**src/rtl/ula_pkg.sv**
```systemverilog
// Shared types for the ULA result selector.
// Holds the FSM state enum and the opcode constants.
package ula_pkg;

  typedef enum logic [1:0] {
    IDLE,
    WAIT,
    DONE
  } state_t;

  localparam int OP_ADD  = 0;
  localparam int OP_SUB  = 1;
  localparam int OP_OR   = 2;
  localparam int OP_AND  = 3;
  localparam int OP_XOR  = 4;
  localparam int OP_MUL  = 5;
  localparam int OP_DIV  = 6;
  localparam int OP_NONE = 7;

endpackage

```
**src/rtl/ula_result_sel_if.sv**
```systemverilog
// Request/result bundle between operation units and the selector.
// master: drives start/op/in_data/in_valid/out_ready; slave: the selector.
interface ula_result_sel_if #(
  parameter int WIDTH   = 4,
  parameter int NUM_OPS = 8
);
  localparam int SEL_W =
    (NUM_OPS > 1) ? $clog2(NUM_OPS) : 1;

  logic                     start;
  logic [SEL_W-1:0]         op;
  logic [NUM_OPS*WIDTH-1:0] in_data;
  logic [NUM_OPS-1:0]       in_valid;
  logic [WIDTH-1:0]         out_data;
  logic                     out_valid;
  logic                     out_ready;
  logic                     busy;
  logic                     zero;
  logic                     err;

  modport master (
    output start, op, in_data, in_valid,
    output out_ready,
    input  out_data, out_valid, busy,
    input  zero, err
  );

  modport slave (
    input  start, op, in_data, in_valid,
    input  out_ready,
    output out_data, out_valid, busy,
    output zero, err
  );
endinterface

```
**src/rtl/ula_onehot_dec.sv**
```systemverilog
// Binary opcode to one-hot unit select.
// Ports: i_sel (binary index), o_onehot (NUM_OPS one-hot).
module ula_onehot_dec #(
  parameter int NUM_OPS = 8,
  parameter int SEL_W   = 3
) (
  input  logic [SEL_W-1:0]   i_sel,
  output logic [NUM_OPS-1:0] o_onehot
);

  for (genvar k = 0; k < NUM_OPS; k++) begin : g_oh
    assign o_onehot[k] = (i_sel == SEL_W'(k));
  end

endmodule

```
**src/rtl/ula_result_sel.sv**
```systemverilog
// Selects one operation unit's result, waits for its valid with a
// timeout, and holds the registered result until the consumer takes it.
// Ports: clk, rst (async, active-high), bus (slave side of the bundle).
module ula_result_sel
  import ula_pkg::*;
#(
  parameter int                 WIDTH   = 4,
  parameter int                 NUM_OPS = 8,
  parameter logic [NUM_OPS-1:0] OP_EN   = NUM_OPS'(8'h7F),
  parameter int                 TIMEOUT = 15
) (
  input  logic             clk,
  input  logic             rst,
  ula_result_sel_if.slave  bus
);

  localparam int SEL_W =
    (NUM_OPS > 1) ? $clog2(NUM_OPS) : 1;
  localparam int NSEL  = 1 << SEL_W;
  localparam int CNT_W = $clog2(TIMEOUT + 1);

  state_t           r_state;
  logic [SEL_W-1:0] r_op_q;
  logic [CNT_W-1:0] r_cnt;
  logic [WIDTH-1:0] r_data;
  logic             r_valid;
  logic             r_busy;
  logic             r_zero;
  logic             r_err;

  logic [NSEL-1:0]    w_mask;
  logic               w_op_en;
  logic [NUM_OPS-1:0] w_onehot;
  logic [WIDTH-1:0]   w_sel_data;
  logic               w_sel_valid;

  // Codes past NUM_OPS read as disabled.
  for (genvar k = 0; k < NSEL; k++) begin : g_mask
    if (k < NUM_OPS) begin : g_on
      assign w_mask[k] = OP_EN[k];
    end else begin : g_off
      assign w_mask[k] = 1'b0;
    end
  end

  assign w_op_en = w_mask[bus.op];

  ula_onehot_dec #(
    .NUM_OPS (NUM_OPS),
    .SEL_W   (SEL_W)
  ) u_dec (
    .i_sel    (r_op_q),
    .o_onehot (w_onehot)
  );

  always_comb begin
    w_sel_data  = '0;
    w_sel_valid = 1'b0;
    for (int k = 0; k < NUM_OPS; k++) begin
      w_sel_data  |= {WIDTH{w_onehot[k]}}
                   & bus.in_data[k*WIDTH +: WIDTH];
      w_sel_valid |= w_onehot[k] & bus.in_valid[k];
    end
  end

  always_ff @(posedge clk or posedge rst) begin
    if (rst) begin
      r_state <= IDLE;
      r_op_q  <= '0;
      r_cnt   <= '0;
      r_data  <= '0;
      r_valid <= 1'b0;
      r_busy  <= 1'b0;
      r_zero  <= 1'b0;
      r_err   <= 1'b0;
    end else begin
      unique case (r_state)
        IDLE: begin
          if (bus.start) begin
            r_op_q <= bus.op;
            r_busy <= 1'b1;
            if (w_op_en) begin
              r_state <= WAIT;
              r_cnt   <= '0;
            end else begin
              r_state <= DONE;
              r_data  <= '0;
              r_err   <= 1'b1;
              r_zero  <= 1'b0;
              r_valid <= 1'b1;
            end
          end
        end
        WAIT: begin
          // Valid wins over a coincident timeout.
          if (w_sel_valid) begin
            r_state <= DONE;
            r_data  <= w_sel_data;
            r_err   <= 1'b0;
            r_zero  <= (w_sel_data == '0);
            r_valid <= 1'b1;
          end else if (r_cnt == CNT_W'(TIMEOUT - 1)) begin
            r_state <= DONE;
            r_data  <= '0;
            r_err   <= 1'b1;
            r_zero  <= 1'b0;
            r_valid <= 1'b1;
          end else begin
            r_cnt <= r_cnt + CNT_W'(1);
          end
        end
        DONE: begin
          if (bus.out_ready) begin
            r_state <= IDLE;
            r_valid <= 1'b0;
            r_busy  <= 1'b0;
          end
        end
        default: begin
          r_state <= IDLE;
          r_valid <= 1'b0;
          r_busy  <= 1'b0;
        end
      endcase
    end
  end

  assign bus.out_data  = r_data;
  assign bus.out_valid = r_valid;
  assign bus.busy      = r_busy;
  assign bus.zero      = r_zero;
  assign bus.err       = r_err;

endmodule

```
**src/flat_wrapper.sv**
```systemverilog
// flat-port wrapper written by rule: the top's interface ports become plain ports
module ula_result_sel_flat import ula_pkg::*;
#(
  parameter int                 WIDTH   = 4,
  parameter int                 NUM_OPS = 8,
  parameter logic [NUM_OPS-1:0] OP_EN   = NUM_OPS'(8'h7F),
  parameter int                 TIMEOUT = 15
)
  (clk, rst, bus_start, bus_op, bus_in_data, bus_in_valid, bus_out_ready, bus_out_data, bus_out_valid, bus_busy, bus_zero, bus_err);
  ula_result_sel_if #(.WIDTH(WIDTH), .NUM_OPS(NUM_OPS)) bus_i ();
  input  logic clk;
  input  logic rst;
  input wire logic [$bits(bus_i.start)-1:0] bus_start;
  input wire logic [$bits(bus_i.op)-1:0] bus_op;
  input wire logic [$bits(bus_i.in_data)-1:0] bus_in_data;
  input wire logic [$bits(bus_i.in_valid)-1:0] bus_in_valid;
  input wire logic [$bits(bus_i.out_ready)-1:0] bus_out_ready;
  output wire logic [$bits(bus_i.out_data)-1:0] bus_out_data;
  output wire logic [$bits(bus_i.out_valid)-1:0] bus_out_valid;
  output wire logic [$bits(bus_i.busy)-1:0] bus_busy;
  output wire logic [$bits(bus_i.zero)-1:0] bus_zero;
  output wire logic [$bits(bus_i.err)-1:0] bus_err;
  assign bus_i.start = bus_start;
  assign bus_i.op = bus_op;
  assign bus_i.in_data = bus_in_data;
  assign bus_i.in_valid = bus_in_valid;
  assign bus_i.out_ready = bus_out_ready;
  assign bus_out_data = bus_i.out_data;
  assign bus_out_valid = bus_i.out_valid;
  assign bus_busy = bus_i.busy;
  assign bus_zero = bus_i.zero;
  assign bus_err = bus_i.err;
  ula_result_sel #(.WIDTH(WIDTH), .NUM_OPS(NUM_OPS), .OP_EN(OP_EN), .TIMEOUT(TIMEOUT)) u_core (.clk(clk), .rst(rst), .bus(bus_i));
endmodule
```
**config.mk**
```make
export PLATFORM = sky130hd
export DESIGN_NAME = ula_result_sel_flat
export DESIGN_NICKNAME = d
export VERILOG_FILES = /design/src/rtl/ula_pkg.sv /design/src/rtl/ula_result_sel_if.sv /design/src/rtl/ula_onehot_dec.sv /design/src/rtl/ula_result_sel.sv /design/src/flat_wrapper.sv
export SDC_FILE = /design/constraint.sdc
export NUM_CORES = 1
export LEC_CHECK = 0
export ABC_AREA = 0
export CELL_PAD_IN_SITES_DETAIL_PLACEMENT = 1
export CELL_PAD_IN_SITES_GLOBAL_PLACEMENT = 2
export CORE_ASPECT_RATIO = 0.6
export CORE_UTILIZATION = 23
export CTS_CLUSTER_SIZE = 30
export DETAILED_ROUTE_END_ITERATION = 10
export GPL_TIMING_DRIVEN = 0
export PLACE_DENSITY = 0.88
export SLEW_MARGIN = 20
export SYNTH_ARGS = -nofsm -noshare
export SYNTH_HDL_FRONTEND = slang
export SYNTH_SLANG_ARGS = --single-unit
export TNS_END_PERCENT = 20
```
**constraint.sdc**
```tcl
create_clock -name clk -period 2.1 [get_ports clk]
set_clock_uncertainty 0.1 [all_clocks]
set_input_delay 0.21 -clock clk [delete_from_list [all_inputs] [get_ports clk]]
set_output_delay 0.21 -clock clk [all_outputs]
set_load 0.02 [all_outputs]
```
==> out/metrics.yaml <==
syn_avg_cell_area_um2: 9.90
path_class: "register to register"
fin_tns_setup_ns: 0
clock_path_buffers: 2
root_buffer: "clkbuf_8"
cp_slowest_cell: "mux4_2"
worstPathArrival_ns: 2.11
area_growth_pct: 58.2
drt_iter0_drc: 28
critPathLaunchType: "register"
slowest_delay_ns: 0.55
rsz0062_at_grt: "yes"
grt_max_degree: 18
remaining_drc_errors: 0
hold_ws_ns: 0.253
placeableCoreArea_um2: 4750
pre_cts_slack_ns: -0.0836
synth.most_common_cell: "dfrtp_1"
period_needed_ns: 2.07
syn_nets: 168
ys_ff_latch: 17
setup_violations: 0
hpwl_um: 3400
synth_area_leader_cell: "dfrtp_1"
dieArea_um2: 5420
ios: 55
cts_tree: "yes"
htree_levels: 1
netlist.area_leader.share_pct: 36.1
hold_viol_final: 0
grtUsageTotal_pct: 15.3
fmax_mhz: 484
cp_cell_sequence: "buf_6 -> mux2i_1 -> mux4_2 -> a31oi_4 -> nor4b_1 -> a211o_1"
nets: 227
antenna_found_initial: 0
synth.distinct_cells: 44
endpoint_kind: "register"
fin_util_pct: 39.2
num_vias: 1188
async_flop_share_pct: 100
synth_seq_area_share_pct: 36.1
drive_above_1_share_pct: 13.6
total_power_mw: 2.31
max_slew_margin_pct: 54.3
die_h_um: 57.5
synth_common_cells: "dfrtp_1 (17), mux2i_1 (9), inv_1 (7), nor2_1 (7), o21ai_0 (7)"
grt_remaining_overflow: 0
leakage_nw: 0.798
setup_ws_ns: 0.0338
required_ns: 2.14
clock_latency_ns: 0.26
diodes: 0
ir_drop_mv: 0.458
netlist_instances: 119
hold_class: "input port to async pin"
start_util_pct: 24.8
power_density_nw_per_um2: 1240
fill_cells: 539
synth-edff-count: 0
yosys_warnings: 0
grt_pass1_vias: 1216
gp_congestion: 0.798
cts_sinks: 17
cts_setup_buffers: 0
tightest_slew_ns: 0.684
portBuffers: 54
rows: 19
fin_crit_sh_pct: 98.4
grt_pass1_wl_um: 6210
dr.pass1.iters: 4
status: "completed"
finalMaxSlewViolations: 0
antenna_left: 0
worstPathMaxFanout: 7
vias_per_cell: 4.95
syn_area_um2: 1180
wl_per_cell_um: 17.4
die_w_um: 94.4
path_clk_slew_ns: 0.07
synth_area_leaders: "dfrtp_1 (36%), mux2i_1 (7.6%), mux4_2 (5.7%)"
drv_cap: 0
synth-main-ff-cell: "dfrtp_1"
cts_buffers: 3
wirelength_um: 4180
[logic make-up (layout without fill, tap and decap cells)]
logic type | after synthesis | in the layout | synth area share, %
flops | 17 | 17 | 36.1
fa+ha+maj | 2 | 2 | 2.12
compound gates | 31 | 31 | 19.5
buf+inv | 15 | 73 | 5.84
simple gates | 38 | 38 | 19.2
mux | 16 | 16 | 17.2
[stage by stage]
| step | instances | area (um2) |
|---|---|---|
| after floorplan | 119 | 1180 |
| after global placement | 236 | 1800 |
| after detailed placement | 236 | 1800 |
| after CTS | 240 | 1850 |
| after global routing | 240 | 1860 |
| final | 240 | 1860 |
[power by group]
group | internal (mW) | switching [mW] | leakage [nW]
combinational | 0.684 | 0.812 | 0.561
sequential | 0.464 | 0.0961 | 0.214
clock | 0.135 | 0.120 | 0.0228
total | 1.28 | 1.03 | 0.798
[layout make-up]
type	count	area [um2]	area share, %
inverters	7	26.3	1.41
plain buffers	8	45.0	2.42
multi-input cells	87	703	37.7
clock buffers	4	45.0	2.42
repair buffers	54	541	29.0
well taps	63	78.8	4.23
flip-flops and latches	17	425	22.8
[worst max-delay path, delay by kind of cell, from the launching register on]
family | cells | cell delay (ns)
multiplexers | 2 | 0.67
AND/OR/NAND/NOR | 1 | 0.10
AO/OA/AOI/OAI | 2 | 0.57
buffers and inverters | 1 | 0.13
flip-flops | 1 | 0.38
[final timing paths]
path / to / cells after the start / from / slack (ns)
min in group clk: u_core.bus.zero$_DFFE_PP0P_ / 1 / u_core.bus.zero$_DFFE_PP0P_ / 0.40
hold / removal: u_core.bus.out_valid$_DFFE_PP0P_ / 2 / rst / 0.25
setup reg to reg: u_core.r_cnt[2]$_DFFE_PP0P_ / 6 / u_core.r_op_q[0]$_DFFE_PP0P_ / 0.03
setup / recovery: u_core.r_cnt[2]$_DFFE_PP0P_ / 6 / u_core.r_op_q[0]$_DFFE_PP0P_ / 0.03
max in group asynchronous: u_core.bus.out_data[0]$_DFFE_PP0P_ / 2 / rst / 1.21
hold reg to reg: u_core.bus.zero$_DFFE_PP0P_ / 1 / u_core.bus.zero$_DFFE_PP0P_ / 0.40
[per-layer routing]
layer | vias up | track usage [%] | share of wire [%]
met5 | - | 0 | 0
met4 | 0 | 2.64 | 0.62
met3 | 5 | 3.60 | 5.9
met2 | 28 | 23.6 | 44
met1 | 598 | 22.1 | 50
li1 | 557 | - | -
[cells in the final DEF (no fill, tap or decap), types with 2 or more instances in the layout]
cell and n:
ha_1 2, inv_1 7, clkbuf_1 2, mux4_2 3
clkbuf_8 3, dfrtp_1 17, nor3b_1 3, nor2_1 7
clkbuf_2 2, mux2i_1 9, mux2_2 4, nor2b_1 4
o2bb2ai_1 4, clkdlybuf4s50_1 54, and3_1 2, nand3_1 4
o21ai_0 7, a211o_1 2, buf_2 4, nand2_1 4
a21oi_1 5, and3b_1 2
[state kept, by name, indices dropped and copies added (netlist names)]
signal / cells
u_core.r_cnt: 4
u_core.r_state: 2
u_core.bus.busy: 1
u_core.r_op_q: 3
u_core.bus.out_data: 4
u_core.bus.out_valid: 1
u_core.bus.zero: 1
u_core.bus.err: 1
[timing repair]
item                       in CTS  in global routing
gates cloned                    0                  0
setup endpoints to repair       1                  9
gates resized for setup         2                  4
hold buffers                    0                  0
Power figures use the tool's default switching activity.
